===== config.mk =====
export PLATFORM = sky130hd
export DESIGN_NAME = vit_trb_decision_pipe
export DESIGN_NICKNAME = d
export VERILOG_FILES = /design/src/rtl/vit_trb_decision_pipe.sv
export SDC_FILE = /design/constraint.sdc
export NUM_CORES = 2
export LEC_CHECK = 0
export CORE_MARGIN = 4
export CORE_UTILIZATION = 45
export CTS_CLUSTER_DIAMETER = 60
export CTS_CLUSTER_SIZE = 16
export DETAILED_ROUTE_END_ITERATION = 7
export GPL_ROUTABILITY_DRIVEN = 0
export PLACE_DENSITY_LB_ADDON = 0.25
export SKIP_CTS_REPAIR_TIMING = 1
export SYNTH_ARGS = -nofsm -noshare
export SYNTH_HDL_FRONTEND = slang
export SYNTH_SLANG_ARGS = --single-unit

===== constraint.sdc =====
create_clock -name iclk -period 9.02 [get_ports iclk]
set_input_delay 1.804 -clock iclk [delete_from_list [all_inputs] [get_ports iclk]]
set_output_delay 1.804 -clock iclk [all_outputs]
set_load 0.005 [all_outputs]

===== src/rtl/vit_trb_decision_pipe.sv =====
// Best-survivor selector for the Viterbi traceback: pipelined binary min/max tree over
// modular path metrics, with a per-word forced-state bypass and sop/eop tags carried alongside.
module vit_trb_decision_pipe #(
    parameter int pCONSTR_LENGTH = 7,
    parameter int pMETRIC_W      = 10,
    parameter int pMAX_MODE      = 0,
    parameter int pREG_EVERY     = 2
) (
    input  logic                                             iclk,
    input  logic                                             ireset,
    input  logic                                             iclkena,
    input  logic                                             ival,
    input  logic                                             isop,
    input  logic                                             ieop,
    input  logic                                             imode,
    input  logic [pCONSTR_LENGTH-2:0]                        itail_state,
    input  logic [(1 << (pCONSTR_LENGTH-1))*pMETRIC_W-1:0]   istatem,
    output logic                                             oval,
    output logic                                             osop,
    output logic                                             oeop,
    output logic [pCONSTR_LENGTH-2:0]                        ostate,
    output logic [pMETRIC_W-1:0]                             ometric
);

    localparam int cD         = pCONSTR_LENGTH - 1;
    localparam int pSTATE_NUM = 1 << cD;

    // Valid semantics: a word is accepted in every cycle where iclkena=1 and ival=1; there is no
    // ready, the block never stalls. oval marks the cycle in which ostate/ometric/osop/oeop hold it.
    typedef struct packed {
        logic                 val;
        logic                 sop;
        logic                 eop;
        logic                 mode;
        logic [cD-1:0]        tail;
        logic [pMETRIC_W-1:0] fmet;
    } side_t;

    for (genvar l = 1; l <= cD; l++) begin : gen_lvl
        localparam int cN   = pSTATE_NUM >> l;
        localparam bit cREG = ((l % pREG_EVERY) == 0) || (l == cD);

        logic [pMETRIC_W-1:0] in_met  [2*cN];
        logic [cD-1:0]        in_idx  [2*cN];
        side_t                in_side;
        logic [pMETRIC_W-1:0] nd_met  [cN];
        logic [cD-1:0]        nd_idx  [cN];
        logic [pMETRIC_W-1:0] out_met [cN];
        logic [cD-1:0]        out_idx [cN];
        side_t                out_side;

        if (l == 1) begin : g_src
            for (genvar k = 0; k < 2*cN; k++) begin : g_k
                assign in_met[k] = istatem[k*pMETRIC_W +: pMETRIC_W];
                assign in_idx[k] = cD'(k);
            end
            assign in_side.val  = ival;
            assign in_side.sop  = isop;
            assign in_side.eop  = ieop;
            assign in_side.mode = imode;
            assign in_side.tail = itail_state;
            assign in_side.fmet = in_met[itail_state];
        end else begin : g_src
            for (genvar k = 0; k < 2*cN; k++) begin : g_k
                assign in_met[k] = gen_lvl[l-1].out_met[k];
                assign in_idx[k] = gen_lvl[l-1].out_idx[k];
            end
            assign in_side = gen_lvl[l-1].out_side;
        end

        // The even child always covers lower indices, so it keeps the node on equal metrics.
        for (genvar j = 0; j < cN; j++) begin : g_nd
            logic [pMETRIC_W-1:0] d;
            logic                 sel_b;
            assign d      = in_met[2*j] - in_met[2*j+1];
            assign sel_b  = (pMAX_MODE != 0) ? d[pMETRIC_W-1]
                                             : (!d[pMETRIC_W-1] && (d != '0));
            assign nd_met[j] = sel_b ? in_met[2*j+1] : in_met[2*j];
            assign nd_idx[j] = sel_b ? in_idx[2*j+1] : in_idx[2*j];
        end

        if (cREG) begin : g_reg
            always_ff @(posedge iclk) begin
                if (ireset) begin
                    for (int j = 0; j < cN; j++) begin
                        out_met[j] <= '0;
                        out_idx[j] <= '0;
                    end
                    out_side <= '0;
                end else if (iclkena) begin
                    for (int j = 0; j < cN; j++) begin
                        out_met[j] <= nd_met[j];
                        out_idx[j] <= nd_idx[j];
                    end
                    out_side <= in_side;
                    if ((l == cD) && in_side.mode) begin
                        out_met[0] <= in_side.fmet;
                        out_idx[0] <= in_side.tail;
                    end
                end
            end
        end else begin : g_comb
            for (genvar j = 0; j < cN; j++) begin : g_j
                assign out_met[j] = nd_met[j];
                assign out_idx[j] = nd_idx[j];
            end
            assign out_side = in_side;
        end
    end

    assign oval    = gen_lvl[cD].out_side.val;
    assign osop    = gen_lvl[cD].out_side.sop;
    assign oeop    = gen_lvl[cD].out_side.eop;
    assign ostate  = gen_lvl[cD].out_idx[0];
    assign ometric = gen_lvl[cD].out_met[0];

    // Forced-mode fields have already been folded into the last stage's data.
    logic side_unused;
    assign side_unused = ^{gen_lvl[cD].out_side.mode, gen_lvl[cD].out_side.tail,
                           gen_lvl[cD].out_side.fmet};

endmodule

==> flow_metrics.py <==
metrics = {
    "grt": {
        "grt_pass1_vias": 42220,
        "antenna_found_initial": 12,
        "grt_overflow": 0,
        "grt_pass1_wl_mm": 234.5,
        "grt_max_degree": 121,
        "grt.total_usage": 0.2646,
    },
    "critical_path": {
        "path_class": "in -> reg",
        "crit_slowest_cell": "clkdlybuf4s50_1",
        "arrival_ns": 8.23,
        "cp_max_fo": 19,
        "critPathLaunchType": "primary input",
        "cpMostUsedCell": "o21ai_0",
        "rr_worst_depth": 25,
        "crit_path_end_kind": "register",
        "required_ns": 9.32,
        "critical-path-max-stage-delay_ns": 0.56,
    },
    "logic_synthesis": {
        "synth-simple-area-share": 0.1256,
        "synth_top_family_by_area": "multiplexers",
        "ys_warn_count": 0,
        "synth_xor_area_frac": 0.07191,
        "ys_top_cells_by_count": "773 x inv_1, 560 x ha_1, 436 x nor2_1, 355 x o21ai_0, 336 x a21oi_1",
        "synth-adder-area-share": 0.1739,
        "synth_edf_count": 269,
        "synth_cells": 5422,
        "synth_ff_type": "edfxtp_1",
        "yosysMostFrequentCell": "inv_1",
        "ys_types": 79,
        "syn_nets": 6698,
        "synth_area_per_cell_um2": 8.799,
        "synth_compound_area_frac": 0.1688,
        "yosysSeqAreaShare": 0.1878,
        "synth_top_area_share": 0.1693,
        "synth-seq-cells": 313,
        "async_flop_share": 0,
        "synth.area.mux_share": 0.1958,
        "netlist_top_cells_area": "edfxtp_1 17%, ha_1 15%, mux4_2 9.4%, mux2i_1 6.4%, inv_1 6.1%",
        "synth_area_leader_cell": "edfxtp_1",
        "synth.cell_area_um2": 47710,
    },
    "floorplanning": {
        "ios": 672,
        "die_area_um2": 111300,
        "die_w_um": 333.6,
        "fp-row-count": 119,
        "coreArea_um2": 105300,
        "die_h_um": 333.6,
        "start_util": 0.4532,
    },
    "detailed_routing": {
        "drt_first_pass_iters": 5,
        "met3_length_mm": 10.56,
        "ant_nets": 0,
        "drtIter0Drc": 2995,
        "viasPerCell": 5.782,
        "via_count": 43010,
        "drt-met1-wl_mm": 63.52,
        "drc": 0,
        "wl_met2_mm": 73.87,
        "highest-signal-layer": "met4",
        "drt-total-wl_mm": 154.1,
        "wl_per_cell_um": 20.72,
    },
    "timing": {
        "max_freq_mhz": 126.0,
        "holdWs_ns": 0.4749,
        "skew_ns": 0.04479,
        "relSlewSlack": 0.1833,
        "hold_violations": 0,
        "rsz0062_at_grt": "no",
        "timing_worst_slew_pin_value_ns": 1.221,
        "tns_ns": 0,
        "slew_violations": 0,
        "fin_crit_sh": 0.8800,
        "setup_viol": 0,
        "finalCriticalPeriod_ns": 7.937,
    },
    "cts": {
        "clock_latency_ns": 0.58,
        "root_buffer": "clkbuf_16",
        "clockBufferDepth": 3,
        "htreeDepth": 2,
        "cts.sinks": 313,
        "path_clk_slew_ns": 0.08,
        "cts_tree": "built",
        "numCtsBuffers": 38,
    },
    "power_and_ir_drop": {
        "finalPower_uw": 13000,
        "p_leak_uw": 0.02491,
        "power_density_nw_per_um2": 226.4,
        "ir_worst_vdd_v": 0.0002882,
    },
    "hold_path": {
        "hold_depth": 2,
        "worstHoldPathType": "reg -> reg",
    },
    "cells_and_area": {
        "drive_gt1_frac": 0.08740,
        "nets": 7288,
        "fill_cells": 9499,
        "area_growth_pct": 20.38,
    },
    "outcome": {
        "status": "complete, no violations",
    },
    "placement": {
        "dpl.hpwl_mm": 128.2,
        "port_buffers": 671,
    },
    "job": {
        "maxCapViolations": 0,
    },
}
-- power by group --
group	internal, µW	switching (µW)
Clock	915	697
Combinational	3850	5260
Sequential	2040	235
-- critical path: cells and delay by family --
family | cells | cell delay, ns
fa+ha+maj | 2 | 0.57
compound gates | 15 | 2.56
xor+xnor | 1 | 0.28
mux | 2 | 0.63
simple gates | 6 | 1.45
buf+inv | 3 | 0.92
-- stage by stage --
stage | util | instances | setup WS, ns | instance area [µm²]
finish | 0.5456 | 7438 | 1.083 | 57430
global route | 0.5455 | 7436 | 0.4850 | 57430
CTS | 0.5454 | 7432 | 1.204 | 57420
detailed placement | 0.5329 | 7363 | 0.5943 | 56090
global placement | 0.5329 | 7363 | 0.7659 | 56090
floorplan | - | 5422 | 0.8059 | 47710
-- logic make-up (layout without fill, tap and decap cells) --
logic type	Yosys count	after routing
compound gates	1275	1275
simple gates	1217	1217
buf+inv	963	1582
mux	663	663
fa+ha+maj	626	626
xor+xnor	365	365
flops	313	313
other cells	0	6
-- layout make-up --
class | count | area [µm²] | share of cell area
Multi-Input combinational cell | 4146 | 35260 | 0.6140
Sequential cell | 313 | 8959 | 0.1560
Timing Repair Buffer | 736 | 7211 | 0.1256
Inverter | 777 | 2924 | 0.05091
Tap cell | 1391 | 1740 | 0.03030
Clock buffer | 46 | 1045 | 0.01819
Clock inverter | 23 | 277.8 | 0.004836
Antenna cell | 6 | 15.01 | 0.0002614
-- layer usage --
layer	vias up	track usage
li1	20840	-
met1	20510	0.3315
met2	1412	0.4584
met3	249	0.04433
met4	0	0.09593
met5	-	0
-- cells in the final DEF (no fill, tap or decap), drive strengths merged, types with 48 or more instances in the layout --
cell type and instances:
inv 784, clkdlybuf4s50 665, ha 560, nor2 436, o21ai 364, a21oi 336
mux2i 307, edfxtp 269, xnor2 260, nand2 221, mux4 200, a211oi 172
mux2 156, nand3 115, a21boi 102, xor2 88, nor3b 76, nor3 75
buf 70, fa 63, nor2b 61, o2111ai 57, a21o 56, nand2b 48
-- registers in the layout (all words and copies together), names as in the netlist --
| register | count |
|---|---|
| gen_lvl.out_idx | 60 |
| gen_lvl.out_met | 210 |
| gen_lvl.out_side | 40 |
| oeop | 1 |
| osop | 1 |
| oval | 1 |
-- final timing paths --
check / start / to / slack [ns]
min: gen_lvl[2].out_side[5] / gen_lvl[2].out_side[5] / 0.47
min reg2reg: gen_lvl[2].out_side[5] / gen_lvl[2].out_side[5] / 0.47
max reg2reg: gen_lvl[4].out_met[2][0] / gen_lvl[6].out_idx[0][0] / 1.71
max: istatem[411] / gen_lvl[2].out_idx[1][12] / 1.08
(Power assumes the default switching activity.)
